File: src/rtl/column_buffer_pkg.sv
// column_buffer_pkg: shared constants, FSM state type and RAM address packing
// for the column buffer arbiter.
package column_buffer_pkg;

  localparam int unsigned COLUMNS = 320;
  localparam int unsigned INDEX_W = 9;
  localparam int unsigned DATA_W  = 16;

  typedef enum logic [1:0] {
    IDLE    = 2'd0,
    RD_ADDR = 2'd1,
    RD_DATA = 2'd2,
    WR      = 2'd3
  } state_t;

  // RAM word address: buffer select on top of the column index.
  function automatic logic [INDEX_W:0] mem_address(input logic buf_sel,
                                                   input logic [INDEX_W-1:0] index);
    return {buf_sel, index};
  endfunction

endpackage

File: src/rtl/vsync_edge_detect.sv
// vsync_edge_detect: registered one-cycle pulse on a falling edge of v_sync.
module vsync_edge_detect (
  input  logic clk,
  input  logic clr,
  input  logic v_sync,
  output logic fall_pulse
);

  logic v_sync_q;

  // Delay v_sync one cycle and flag a high-to-low transition.
  always_ff @(posedge clk) begin
    if (clr) begin
      v_sync_q   <= 1'b1;
      fall_pulse <= 1'b0;
    end else begin
      v_sync_q   <= v_sync;
      fall_pulse <= v_sync_q & ~v_sync;
    end
  end

endmodule

File: src/rtl/column_buffer_arbiter.sv
// column_buffer_arbiter: owns the single-port column RAM holding front/back
// column buffers, arbitrates GPU lookups (priority) against CPU writes and
// lands the front/back swap inside vertical blanking.
// Optional: `define COLUMN_BUFFER_CLEAR_EN to zero the new back buffer after
// every swap.
module column_buffer_arbiter
  import column_buffer_pkg::*;
(
  input  logic                  clk,
  input  logic                  clr,
  input  logic                  v_sync,
  input  logic                  gpu_rd_req,
  input  logic [INDEX_W-1:0]    gpu_rd_index,
  output logic [DATA_W-1:0]     gpu_distance,
  output logic [DATA_W-1:0]     gpu_texture,
  output logic                  gpu_rd_valid,
  input  logic                  cpu_wr_req,
  input  logic [INDEX_W-1:0]    cpu_wr_index,
  input  logic [2*DATA_W-1:0]   cpu_wr_data,
  output logic                  cpu_wr_ack,
  output logic                  cpu_wr_err,
  input  logic                  cpu_swap_req,
  output logic                  swap_pending,
  output logic                  swap_done,
  output logic                  front_buffer,
  output logic [INDEX_W:0]      mem_addr,
  output logic                  mem_we,
  output logic [2*DATA_W-1:0]   mem_wdata,
  input  logic [2*DATA_W-1:0]   mem_rdata,
  output logic                  clear_busy
);

  localparam logic [INDEX_W-1:0] LAST_COL = INDEX_W'(COLUMNS - 1);

  state_t              state, state_nxt;
  logic [INDEX_W:0]    addr_nxt;
  logic                we_nxt, ack_nxt, valid_nxt, err_nxt;
  logic [2*DATA_W-1:0] wdata_nxt;
  logic [DATA_W-1:0]   dist_nxt, tex_nxt;
  logic                rd_oob, rd_oob_nxt;
  logic                gpu_in_range, cpu_in_range;
  logic                v_fall, armed, swap_apply, cpu_hold;

  assign gpu_in_range = (gpu_rd_index <= LAST_COL);
  assign cpu_in_range = (cpu_wr_index <= LAST_COL);

  vsync_edge_detect u_vsync_edge (
    .clk        (clk),
    .clr        (clr),
    .v_sync     (v_sync),
    .fall_pulse (v_fall)
  );

  // The falling-edge pulse arms the swap directly so it can land in the same
  // cycle the edge is seen; the armed register carries it until v_sync rises.
  assign swap_apply = (state == IDLE) && !v_sync && (armed || v_fall) &&
                      swap_pending && !clear_busy;

`ifdef COLUMN_BUFFER_CLEAR_EN
  logic [INDEX_W-1:0] clear_idx;
  logic               clear_step;

  // A CPU grant in the swap cycle would race the clear, so hold it off too.
  assign cpu_hold = clear_busy || swap_apply;

  // Clear sequencer: walk the new back buffer once after each swap.
  always_ff @(posedge clk) begin
    if (clr) begin
      clear_busy <= 1'b0;
      clear_idx  <= '0;
    end else if (swap_apply) begin
      clear_busy <= 1'b1;
      clear_idx  <= '0;
    end else if (clear_step) begin
      if (clear_idx == LAST_COL) clear_busy <= 1'b0;
      clear_idx <= clear_idx + INDEX_W'(1);
    end
  end
`else
  assign cpu_hold   = 1'b0;
  assign clear_busy = 1'b0;
`endif

  // Next-state and registered-output decode for the RAM port FSM.
  always_comb begin
    state_nxt  = state;
    addr_nxt   = mem_addr;
    we_nxt     = 1'b0;
    wdata_nxt  = mem_wdata;
    ack_nxt    = 1'b0;
    valid_nxt  = 1'b0;
    err_nxt    = cpu_wr_err;
    dist_nxt   = gpu_distance;
    tex_nxt    = gpu_texture;
    rd_oob_nxt = rd_oob;
`ifdef COLUMN_BUFFER_CLEAR_EN
    clear_step = 1'b0;
`endif
    unique case (state)
      IDLE: begin
        if (gpu_rd_req) begin
          state_nxt  = RD_ADDR;
          addr_nxt   = mem_address(front_buffer, gpu_rd_index);
          rd_oob_nxt = !gpu_in_range;
        end else if (cpu_wr_req && !cpu_hold) begin
          state_nxt = WR;
          addr_nxt  = mem_address(~front_buffer, cpu_wr_index);
          we_nxt    = cpu_in_range;
          wdata_nxt = cpu_wr_data;
          ack_nxt   = 1'b1;
          if (!cpu_in_range) err_nxt = 1'b1;
        end
`ifdef COLUMN_BUFFER_CLEAR_EN
        else if (clear_busy) begin
          addr_nxt   = mem_address(~front_buffer, clear_idx);
          we_nxt     = 1'b1;
          wdata_nxt  = '0;
          clear_step = 1'b1;
        end
`endif
      end
      RD_ADDR: state_nxt = RD_DATA;
      RD_DATA: begin
        state_nxt = IDLE;
        valid_nxt = 1'b1;
        if (rd_oob) begin
          dist_nxt = '0;
          tex_nxt  = '0;
        end else begin
          dist_nxt = mem_rdata[DATA_W-1:0];
          tex_nxt  = mem_rdata[2*DATA_W-1:DATA_W];
        end
      end
      WR:      state_nxt = IDLE;
      default: state_nxt = IDLE;
    endcase
  end

  // FSM state and RAM-port / GPU / CPU result registers.
  always_ff @(posedge clk) begin
    if (clr) begin
      state        <= IDLE;
      mem_addr     <= '0;
      mem_we       <= 1'b0;
      mem_wdata    <= '0;
      cpu_wr_ack   <= 1'b0;
      cpu_wr_err   <= 1'b0;
      gpu_rd_valid <= 1'b0;
      gpu_distance <= '0;
      gpu_texture  <= '0;
      rd_oob       <= 1'b0;
    end else begin
      state        <= state_nxt;
      mem_addr     <= addr_nxt;
      mem_we       <= we_nxt;
      mem_wdata    <= wdata_nxt;
      cpu_wr_ack   <= ack_nxt;
      cpu_wr_err   <= err_nxt;
      gpu_rd_valid <= valid_nxt;
      gpu_distance <= dist_nxt;
      gpu_texture  <= tex_nxt;
      rd_oob       <= rd_oob_nxt;
    end
  end

  // Swap bookkeeping: request merge, per-frame arming, front toggle.
  always_ff @(posedge clk) begin
    if (clr) begin
      front_buffer <= 1'b0;
      swap_pending <= 1'b0;
      swap_done    <= 1'b0;
      armed        <= 1'b0;
    end else begin
      swap_done <= swap_apply;
      if (swap_apply) begin
        front_buffer <= ~front_buffer;
        armed        <= 1'b0;
      end else if (v_sync) begin
        armed <= 1'b0;
      end else if (v_fall) begin
        armed <= 1'b1;
      end
      if (swap_apply)        swap_pending <= 1'b0;
      else if (cpu_swap_req) swap_pending <= 1'b1;
    end
  end

endmodule

File: config.mk
export PLATFORM = sky130hd
export DESIGN_NAME = column_buffer_arbiter
export DESIGN_NICKNAME = d
export VERILOG_FILES = /design/src/rtl/column_buffer_pkg.sv /design/src/rtl/vsync_edge_detect.sv /design/src/rtl/column_buffer_arbiter.sv
export SDC_FILE = /design/constraint.sdc
export NUM_CORES = 1
export LEC_CHECK = 0
export ABC_AREA = 1
export BUFFER_PORTS_ARGS = -buffer_cell sky130_fd_sc_hd__buf_4
export CAP_MARGIN = 10
export CORE_MARGIN = 2
export CORE_UTILIZATION = 40
export DETAILED_ROUTE_END_ITERATION = 6
export PLACE_DENSITY = 0.8
export SLEW_MARGIN = 15
export SYNTH_ARGS = -nofsm -noshare
export SYNTH_HDL_FRONTEND = slang
export SYNTH_SLANG_ARGS = --single-unit
export TNS_END_PERCENT = 1
File: constraint.sdc
create_clock -name clk -period 1.5 [get_ports clk]
set_clock_uncertainty 0.15 [all_clocks]
set_input_delay 0.3 -clock clk [delete_from_list [all_inputs] [get_ports clk]]
set_output_delay 0.3 -clock clk [all_outputs]
set_load 0.02 [all_outputs]
# --- Word level (Yosys, flattened, before mapping) ---
# Index checks and enable logic that the tools add are counted.
op_classes:
  bitwise_logic: 7
  magnitude_cmp: 2
  muxes: 9
  n_eq_ne: 4
  n_reduce_logical: 17
ops:
  columns: ["operator", "n"]
  rows:
  - ["16-bit 2-to-1 mux", 2]
  - ["10-bit 2-to-1 mux", 2]
  - ["9-bit less-or-equal comparator, second input constant", 2]
  - ["1-bit inverter", 6]
  - ["2-bit one-hot mux with 3 select lines", 1]
  - ["3-bit OR reduction", 2]
  - ["2-bit equality test, second input constant", 2]
  - ["2-bit 2-to-1 mux", 2]
  - ["2-bit AND reduction", 2]
  - ["4-bit AND reduction", 1]
  - ["2-bit OR reduction", 2]
  - ["4-bit OR reduction", 1]
  - ["1-bit logical AND", 3]
  - ["3-bit inequality test, second input constant", 1]
  - ["3-bit AND reduction", 1]
  - ["2-bit by 1-bit equality test with 1-bit output, second input constant", 1]
  - ["1-bit zero test", 2]
  - ["2-bit zero test", 1]
  - ["1-bit 2-to-1 mux", 2]
  - ["2-bit nonzero test", 1]
  - ["1-bit bitwise AND", 1]
  - ["1-bit logical OR", 1]
totals:
  elab_cells: 55
  in_bits: 88
  register_bits: 87

# --- Longest topological paths before layout ---
# Gate-level depths: netlist of run 1.
logic_depth:
  depth_word: 5
  depth_mapped: 6
  ltp_nobuf: 6

# --- Hierarchy ---
# Synthesis of run 1 repeated with hierarchy kept, for this count alone.
unflattened:
  cells_unflattened: 439
  area_unflattened_um2: 3343.2
modules_own_cells:
  columns: ["mod", "seq_area_each_um2", "cells_per_inst", "n_inst", "area_each_um2"]
  rows:
  - ["column_buffer_arbiter", 1701.6, 433, 1, 3285.7]
  - ["vsync_edge_detect", 40.0, 6, 1, 57.6]

# --- Worst setup path before layout of run 1 ---
# No wires, ideal clock.
synth_path:
  kind: "input -> register"
  startpoint: "input gpu_rd_req"
  endpoint: "register mem_wdata[23]"
  path_slack_ps: 264
  path_stages: 6
  required_ps: 1218
  n_path_buf: 2
  setup_time_ps: 132
  arrival_ps: 954
  path_cell_list: "buf_2 -> nor2_4 -> nand2_2 -> buf_2 -> nand2_1 -> a21oi_1"
synth_via:
  elab_chain_len: 2
synth_lines:
  columns: ["item", "line_no", "source"]
  rows:
  - ["from (decl)", "column_buffer_arbiter.sv:12", "input logic gpu_rd_req,"]
  - ["1-bit inverter (no source line)", null, null]
  - ["3-bit AND reduction (no source line)", null, null]
  - ["to (signal assigned)", "column_buffer_arbiter.sv:156", "mem_wdata <= wdata_nxt;"]
  - ["to (decl)", "column_buffer_arbiter.sv:28", "output logic [2*DATA_W-1:0] mem_wdata,"]
# No other way between the ends.
# A chain may end at the register's enable or synchronous reset.

# --- Final worst setup path of run 1 ---
layout_path:
  startpoint: "register front_buffer"
  endpoint: "output front_buffer"
layout_lines:
  columns: ["item", "line_no", "source"]
  rows:
  - ["from (decl)", "column_buffer_arbiter.sv:25", "output logic front_buffer,"]
  - ["from (signal assigned)", "column_buffer_arbiter.sv:176", "front_buffer <= ~front_buffer;"]
# No word-level cell between the ends.

==> results of run 1 <==
==> metrics by stage <==
stage	cell area [um2]	cells	hold slack, ps	util (%)
6_report	4900	713	22.4	60.2
4_1_cts	4900	713	10.5	60.2
3_5_place_dp	4690	697	256	57.7
2_1_floorplan	3320	443	243	-
5_1_grt	4900	713	16.6	60.2
3_3_place_gp	4690	697	248	57.7
==> flip-flops by register name (all words and copies together) (netlist names) <==
name                     count
mem_wdata                   32
gpu_distance                16
gpu_texture                 16
mem_addr                    10
state                        2
armed                        1
cpu_wr_ack                   1
cpu_wr_err                   1
front_buffer                 1
gpu_rd_valid                 1
mem_we                       1
rd_oob                       1
swap_done                    1
swap_pending                 1
u_vsync_edge.fall_pulse      1
u_vsync_edge.v_sync_q        1
==> cells in the final DEF, fill, tap and decap left out <==
cell          n
nand2_1     106
buf_6         1
dfxtp_1      87
clkbuf_8      9
nand2_2       1
o21ai_1       1
bufinv_16     1
nand3_1      68
buf_12        2
buf_4       179
nor3_2        1
nand4_1       1
nor2_4        2
clkinvlp_4    2
o21a_1        1
a21oi_1      33
inv_1        31
xnor2_1       1
o21ai_0      41
inv_6         2
clkinv_4      2
conb_1        1
nor3_1        1
nor2_1       34
==> kinds of logic after synthesis <==
logic type	count (synthesis)	share of synthesized area, %
simple gates	214	27.5
flops	87	52.4
compound gates	76	11.5
buf+inv	64	8.17
xor+xnor	1	0.264
other cells	1	0.113
==> power by group <==
group	total [mW]	switching [mW]	internal, mW
sequential	2.52	0.0778	2.45
combinational	1.03	0.568	0.459
clock	1.65	0.867	0.787
==> final timing paths <==
kind | endpoint | cells past startpoint | startpoint
setup / recovery | front_buffer | 1 | front_buffer
hold / removal | swap_pending | 3 | cpu_swap_req
setup reg to reg | gpu_distance[12] | 4 | state[0]
hold reg to reg | u_vsync_edge.fall_pulse | 2 | u_vsync_edge.v_sync_q
==> layer usage <==
| metal | up-vias | global-route usage [%] |
|---|---|---|
| met2 | 125 | 35.4 |
| met4 | 0 | 5.31 |
| li1 | 1741 | - |
| met5 | - | 0 |
| met1 | 1539 | 22.8 |
| met3 | 11 | 5.77 |
==> worst min-delay path: stages <==
cell    delay [ps]
buf_4           80
nor2_1          30
nor2_1          80
==> cell type report <==
cell class / count / area share (%)
clock buffers: 9 / 2.53
clock inverters: 7 / 1.63
inverters: 31 / 2.37
multi-input cells: 292 / 26.8
flip-flops and latches: 87 / 35.5
well taps: 105 / 2.68
repair buffers: 182 / 28.5
==> out/metrics.cfg, run 1 <==
[run_status]
status = completed

[cells_and_area]
multi_input_area_mm2 = 0.00131
fillers = 724
diodes = 0
seqCellArea_mm2 = 0.00174
nNetsFinal = 691
syn_to_final_growth_pct = 47.4
drive_above_1_share_pct = 33.2

[worst_setup_path]
worstSetupPathType = reg -> out
critPathMaxFanout = 4
critPathBufInv = 1
critPathMaxStageDelay_ps = 430
reg2reg_slack_ps = 170
path_delay_family = flip-flops
worstSetupStartpointType = flop
critPathSlowestCell = dfxtp_1
crit_required_ps = 1050
crit_chain = buf_4
crit_arrival_ps = 960
end_kind = primary output

[global_routing]
grtUsageTotal_pct = 19.7
grt-ovfl-total = 0
first_global_vias = 3203
grt_max_degree = 38
antenna_found_initial = 0
grt_pass1_wl_um = 14200

[timing]
period_minus_slack_ps = 1410
tns_ps = 0
fmax_ghz = 0.710
min_period_over_period_pct = 93.9
fin_ws_ps = 91.3
final-hold-violation-count = 0
rsz0062_at_grt = no
finalSetupViolCount = 0
final_max_slew_viol_count = 0

[synthesis]
synth_largest_area_cell = dfxtp_1
synth_fp_nets = 531
synthFlopType = dfxtp_1
syn_inst = 443
synth_top_area_share_pct = 52.4
synth_area_leaders = dfxtp_1 52%, nand2_1 12%, nand3_1 10%
async_flop_share_pct = 0
synth_area_per_cell_um2 = 7.50
ys_seq_area_share_pct = 52.4
synth_area_mm2 = 0.00332
synth_edf_count = 0
yosys-top-cells-count = 106 x nand2_1, 87 x dfxtp_1, 68 x nand3_1
yosysWarnings = 0
synth.most_common_cell = nand2_1
synth-seq-cells = 87
yosysUniqueCellTypes = 21

[worst_hold_path]
hold_class = in -> reg

[clocking]
cts_tree = built
hold_buffers = 0
clkTransAtPathRegs_ps = 100
cts_setup_buffers = 0
h-tree-depth = 3
cts.sinks = 87
cts_resized = 0
root_buffer = clkbuf_8
clk_path_buf_depth = 2
worstSkewPairLatency_ps = 350
cts_buffers = 9

[placement]
hpwl_um = 6690
io_buffers = 168
post-place-ws_ps = 111
place_congestion = 0.759

[power]
power.total_mw = 5.20
power.leakage_nw = 2.36
p_per_area_mw_per_mm2 = 1060
vdd_drop_max_mv = 0.561

[drt]
wl_met3_um = 752
dr.first_iter.drc_count = 97
routed.top_layer = met4
post_drt_via_cell_ratio = 4.79
postRouteAntennaNets = 0
drc = 0
wl_per_cell_um = 12.6
vias = 3416
firstDrtPassIters = 5
met1_length_um = 3760
wl_um = 9010
dr_wl_met2_um = 4400

[die]
die-height_um = 95.2
dieArea_mm2 = 0.00906
design.core.area_mm2 = 0.00813
num_rows = 33
ios = 170
die_x_um = 95.2
initial_utilization_pct = 40.9

[job]
max_cap_violations = 0

Note: power is estimated with default switching activity, not from simulation.
==> inputs of run 2 (changes only) <==
- ABC_AREA: 1 -> not set
- CORE_UTILIZATION: 40 -> 44
- PLACE_DENSITY: 0.8 -> 0.88
==> out/metrics.cfg, run 2 <==
[run_status]
status = complete, but fails checks
violations = negative setup slack

[synthesis]
yosysWarnings = 0  ; unchanged
yosysUniqueCellTypes = 29  ; +38%
synth_fp_nets = 396  ; -25%
synth_area_leaders = dfxtp_1 58%, a22o_1 9.3%, nand2_1 7.9%
async_flop_share_pct = 0  ; unchanged
synthFlopType = dfxtp_1
yosys-top-cells-count = 87 x dfxtp_1, 64 x nand2_1, 46 x a21oi_1
synth.most_common_cell = dfxtp_1
synth_area_per_cell_um2 = 9.81  ; +31%
synth_largest_area_cell = dfxtp_1
syn_inst = 308  ; -30%
synth_top_area_share_pct = 57.6  ; +5.2 points
ys_seq_area_share_pct = 57.6  ; +5.2 points
synth_edf_count = 0  ; unchanged
synth_area_mm2 = 0.00302  ; -9.1%
synth-seq-cells = 87  ; unchanged

[placement]
io_buffers = 168  ; unchanged
place_congestion = 0.746  ; -1.7%
post-place-ws_ps = -97.2  ; -208 ps
dpl.cell_count = 547  ; -22%
hpwl_um = 6010  ; -10%

[worst_setup_path]
critPathMaxStageDelay_ps = 570  ; +140 ps
reg2reg_depth = 4  ; unchanged
path_delay_family = simple AND/OR/NAND/NOR gates
crit_arrival_ps = 1590  ; +630 ps
critPathSlowestCell = or4b_4
critPathMaxFanout = 17  ; +13
end_kind = flop
critPathBufInv = 1  ; unchanged
reg2reg_to = mem_wdata[2]
timing.rr.start = state[1]
worstSetupPathType = reg -> reg
crit_chain = or4b_4 -> clkbuf_16 -> nand2_1 -> a21oi_1
worstSetupStartpointType = flop
crit_required_ps = 1560  ; +510 ps
crit_cells = 4  ; +3
reg2reg_slack_ps = -30  ; -200 ps

[timing]
fin_ws_ps = -27.7  ; -119 ps
min_period_over_period_pct = 102  ; +7.9 points
tns_ps = -169  ; -169 ps
final-hold-violation-count = 0  ; unchanged
finalSetupViolCount = 16  ; +16
final_max_slew_viol_count = 0  ; unchanged
rsz0062_at_grt = yes
period_minus_slack_ps = 1530  ; +119 ps
fmax_ghz = 0.655  ; -7.8%

[cells_and_area]
nNetsFinal = 575  ; -17%
drive_above_1_share_pct = 43.9  ; +11 points
mostFrequentLayoutCell = buf_4
regMostFlops = mem_wdata
postLayoutCoreUtil_pct = 70.7  ; +10 points
stdcell_count = 572  ; -20%
largest_reg_flops = 32  ; unchanged
reg.largest.list = mem_wdata (32), gpu_distance (16), gpu_texture (16)
diodes = 0  ; unchanged
final_cell_mix = 180 x buf_4, 85 x dfxtp_1, 64 x nand2_1, 44 x a21oi_1, 32 x a22o_1
syn_to_final_growth_pct = 57.2

[clocking]
cts_tree = built
h-tree-depth = 3  ; unchanged
cts.sinks = 87  ; unchanged
cts_buffers = 9  ; unchanged
root_buffer = clkbuf_8
clkTransAtPathRegs_ps = 90  ; about the same
clk_path_buf_depth = 2  ; unchanged
worstSkewPairLatency_ps = 340  ; about the same

[global_routing]
use_met3_pct = 4.17  ; -1.6 points
grtUsageTotal_pct = 21.3  ; +1.6 points
gr-usage-met2_pct = 38.7  ; +3.3 points
antenna_found_initial = 0  ; unchanged
grt_pass1_wl_um = 12800  ; -9.8%
first_global_vias = 2788  ; -13%
grt-ovfl-total = 0  ; unchanged
grtUsageMet1_pct = 23.8  ; +1.0 points
grt_max_degree = 55  ; +45%
grt_most_used_layer = met2

[die]
initial_utilization_pct = 45.0  ; +4.1 points
ios = 170  ; unchanged
die-height_um = 86.9  ; -8.7%
die_x_um = 86.9  ; -8.7%
num_rows = 30  ; -9.1%
design.core.area_mm2 = 0.00672  ; -17%
dieArea_mm2 = 0.00755  ; -17%

[drt]
firstDrtPassIters = 4  ; -1
postRouteAntennaNets = 0  ; unchanged
dr.first_iter.drc_count = 116  ; +20%
post_drt_via_cell_ratio = 5.06  ; +5.6%
wl_um = 8520  ; -5.4%
drc = 0  ; unchanged
vias = 2893  ; -15%
wl_per_cell_um = 14.9  ; +18%

[worst_hold_path]
hold_class = in -> reg
hold_end = gpu_texture[13]
worstHoldStart = mem_rdata[29]
holdPathStages = 2  ; -1

[power]
power.leakage_nw = 2.19  ; -7.2%
p_per_area_mw_per_mm2 = 1050  ; -1.5%
vdd_drop_max_mv = 0.642  ; +14%

[job]
max_cap_violations = 0  ; unchanged

==> run 2: cell types whose count changed in the layout (fill, tap and decap cells not counted), sizes merged, moves of 3 or more <==
cell | before | now
nand3 | 68 | 1
nand2 | 107 | 64
o21ai | 42 | 2
a22o | 0 | 32
inv | 33 | 4
nor2 | 36 | 9
a21oi | 33 | 46
a211oi | 0 | 10
mux2i | 0 | 9
dlygate4sd3 | 0 | 8
buf | 182 | 185
nor2b | 0 | 3
or2 | 0 | 3
==> run 2: how the worst max path moves through the flow <==
| stage | start | to | slack (ps) |
|---|---|---|---|
| 3_5_place_dp | gpu_rd_req | mem_wdata[10] | -100 |
| 2_1_floorplan | gpu_rd_req | mem_wdata[24] | -80 |
| 5_1_grt | state[1] | mem_wdata[10] | -70 |
| 4_1_cts | state[0] | mem_wdata[10] | -30 |
| 3_3_place_gp | gpu_rd_req | mem_wdata[29] | -50 |
| 6_report | state[1] | mem_wdata[2] | -30 |
==> run 2: timing repair <==
item,in CTS,in global routing
buffers inserted,0,0
endpoints found under the setup margin,34,33
gates resized for setup,1,2
hold buffers,8,0
endpoints found under the hold margin,8,0
cloned,0,1
pin swaps,1,2
==> run 2: cell families (layout without fill, tap and decap cells) <==
logic type / Yosys count / after routing / share of synthesized area (%)
AO/OA/AOI/OAI: 92 / 92 / 20.2
AND/OR/NAND/NOR: 88 / 88 / 13.4
flip-flops: 87 / 87 / 57.6
buffers and inverters: 29 / 213 / 4.97
multiplexers: 10 / 10 / 3.35
other: 1 / 1 / 0.124
XOR/XNOR: 1 / 1 / 0.290
==> run 2: final cells by class <==
cell class	instances	area, um2
Multi-Input combinational cell	192	1160
Fill cell	504	1970
Clock buffer	10	138
Timing Repair Buffer	194	1560
Inverter	3	11.3
Sequential cell	87	1740
Tap cell	80	100
Clock inverter	6	43.8
==> run 2: per-stage QoR <==
step,hold WS (ps),power [mW],area [um2]
detailed placement,267,3.52,4460
floorplan,243,3.02,3040
global route,3.54,5.18,4750
global placement,247,3.49,4460
finish,15.6,4.97,4750
CTS,1.48,5.00,4720
==> run 2: power by group <==
part           internal (mW)  total (mW)  leakage (nW)  switching [mW]
Sequential              2.44        2.52         0.711          0.0785
Clock                  0.653        1.47        0.0926           0.820
Combinational          0.496       0.976          1.39           0.480
==> run 2: per-layer routing <==
metal | part of all wire (%) | wire length (um) | vias up
li1 | - | - | 1420
met1 | 38 | 3280 | 1352
met2 | 54 | 4610 | 102
met3 | 5.1 | 433 | 19
met4 | 2.4 | 202 | 0
met5 | 0 | 0 | -
==> inputs of run 3 (changes only) <==
- CORE_MARGIN: 2 -> 3
==> out/metrics.cfg, run 3 (synthesis results as in run 2) <==
[worst_setup_path]
critPathMaxFanout = 17  ; unchanged
crit_cells = 4  ; unchanged
cp-startpoint = state[1]
worstSetupPathType = reg -> reg
timing.rr.start = state[1]
crit_required_ps = 1580  ; +20 ps
crit_chain = or4b_4 -> buf_12 -> nand2_1 -> a21oi_2
critPathBufInv = 1  ; unchanged
reg2reg_to = mem_wdata[6]
critPathSlowestCell = or4b_4
critPathMaxStageDelay_ps = 580  ; about the same
reg2reg_depth = 4  ; unchanged
worstSetupStartpointType = flop
end_kind = flop
reg2reg_slack_ps = -20  ; about the same
path_delay_family = simple AND/OR/NAND/NOR gates
endpoint = mem_wdata[6]
crit_arrival_ps = 1610  ; +20 ps

[timing]
finalSetupViolCount = 12  ; -4
fin_ws_ps = -22.6  ; +5.10 ps
min_period_over_period_pct = 102  ; -0.34 points
rsz0062_at_grt = yes
fmax_ghz = 0.657  ; +0.33%
hold_ws_ps = 6.69  ; -8.95 ps
final_max_slew_viol_count = 0  ; unchanged
period_minus_slack_ps = 1520  ; -5.10 ps
final-hold-violation-count = 0  ; unchanged

[die]
initial_utilization_pct = 46.5  ; +1.6 points
num_rows = 29  ; -3.3%
design.core.area_mm2 = 0.00649  ; -3.3%
ios = 170  ; unchanged
dieArea_mm2 = 0.00790  ; +4.7%
die_x_um = 88.9  ; +2.3%
die-height_um = 88.9  ; +2.3%

[placement]
io_buffers = 168  ; unchanged
hpwl_um = 6310  ; +4.8%
place_congestion = 0.760  ; +1.9%
post-place-ws_ps = -68.7  ; +28.5 ps
place_area_mm2 = 0.00446  ; about the same

[power]
p_per_area_mw_per_mm2 = 1050  ; +0.78%
vdd_drop_max_mv = 0.740  ; +15%
power.total_mw = 5.13  ; +3.2%
power.leakage_nw = 2.24  ; +2.1%

[cells_and_area]
syn_to_final_growth_pct = 61.0
diodes = 0  ; unchanged
final_cell_mix = 182 x buf_4, 85 x dfxtp_1, 63 x nand2_1, 43 x a21oi_1, 32 x a22o_1
reg.largest.list = mem_wdata (32), gpu_distance (16), gpu_texture (16)
seqCellArea_mm2 = 0.00174  ; unchanged
design_area_mm2 = 0.00487  ; +2.4%
largest_reg_flops = 32  ; unchanged
mostFrequentLayoutCell = buf_4
postLayoutCoreUtil_pct = 74.9  ; +4.2 points
fillers = 464  ; -7.9%
multi_input_area_mm2 = 0.00117  ; +0.97%
regMostFlops = mem_wdata
drive_above_1_share_pct = 44.2  ; +0.30 points
nNetsFinal = 583  ; +1.4%

[drt]
postRouteAntennaNets = 0  ; unchanged
drc = 0  ; unchanged
wl_per_cell_um = 15.5  ; +3.8%
wl_um = 8920  ; +4.7%
dr.first_iter.drc_count = 93  ; -20%
vias = 2940  ; +1.6%
post_drt_via_cell_ratio = 5.10  ; +0.74%
firstDrtPassIters = 6  ; +2

[job]
max_cap_violations = 0  ; unchanged

[clocking]
cts_buffers = 9  ; unchanged
h-tree-depth = 3  ; unchanged
cts_tree = built
cts.sinks = 87  ; unchanged
root_buffer = clkbuf_8
worstSkewPairLatency_ps = 340  ; about the same
clk_path_buf_depth = 2  ; unchanged
clkTransAtPathRegs_ps = 90  ; about the same

[run_status]
status = complete, but fails checks
violations = negative setup slack

[global_routing]
first_global_vias = 2811  ; +0.82%
grt-ovfl-total = 0  ; unchanged
grtUsageTotal_pct = 21.7  ; +0.32 points
antenna_found_initial = 0  ; unchanged
grt_max_degree = 55  ; unchanged
grt_pass1_wl_um = 13200  ; +3.3%

[worst_hold_path]
hold_class = in -> reg

run 3: routing by layer:
metal / routed length (um) / global-route usage [%]
met1: 3270 / 23.6
met2: 4840 / 39.2
met3: 550 / 4.38
met4: 264 / 11.5
met5: 0 / 0
run 3: worst reg2reg max path: cells and delay by family, from the launching register on:
| kind | cells | cell delay, ps |
|---|---|---|
| AO/OA/AOI/OAI | 1 | 60 |
| buffers and inverters | 1 | 180 |
| flip-flops | 1 | 340 |
| AND/OR/NAND/NOR | 2 | 670 |
run 3: how the worst min path moves through the flow:
stage                     slack (ps)  cells past startpoint                      end                   from
final                              7                      2          gpu_texture[15]          mem_rdata[31]
after global routing             0.3                      2          gpu_texture[15]          mem_rdata[31]
after CTS                        0.1                      2          gpu_texture[15]          mem_rdata[31]
after detailed placement         250                      2  u_vsync_edge.fall_pulse  u_vsync_edge.v_sync_q
after global placement           250                      2  u_vsync_edge.fall_pulse  u_vsync_edge.v_sync_q
after floorplan                  240                      2  u_vsync_edge.fall_pulse  u_vsync_edge.v_sync_q
run 3: metrics by stage:
stage / setup TNS [ps] / cells
finish: -98.9 / 577
global route: -1270 / 577
CTS: -335 / 573
detailed placement: -1820 / 545
global placement: -1170 / 545
floorplan: -2350 / 308
run 3: timing repair:
item,CTS,global route
endpoints found under the hold margin,11,2
cloned,1,1
hold buffers,11,2
setup buffers,0,1
pin swaps,1,2
resized for setup,3,4
endpoints found under the setup margin,33,41
run 3: layout make-up:
cell class                      count  area share, %
Clock buffer                        9           2.55
Clock inverter                      7           1.49
Inverter                            3          0.231
Multi-Input combinational cell    192           24.0
Sequential cell                    87           35.8
Tap cell                           77           1.98
Timing Repair Buffer              202           33.9
run 3: where the power goes:
part | switching (mW) | leakage (nW) | internal, mW
clock | 0.829 | 0.0956 | 0.772
sequential | 0.0793 | 0.711 | 2.44
combinational | 0.488 | 1.43 | 0.520
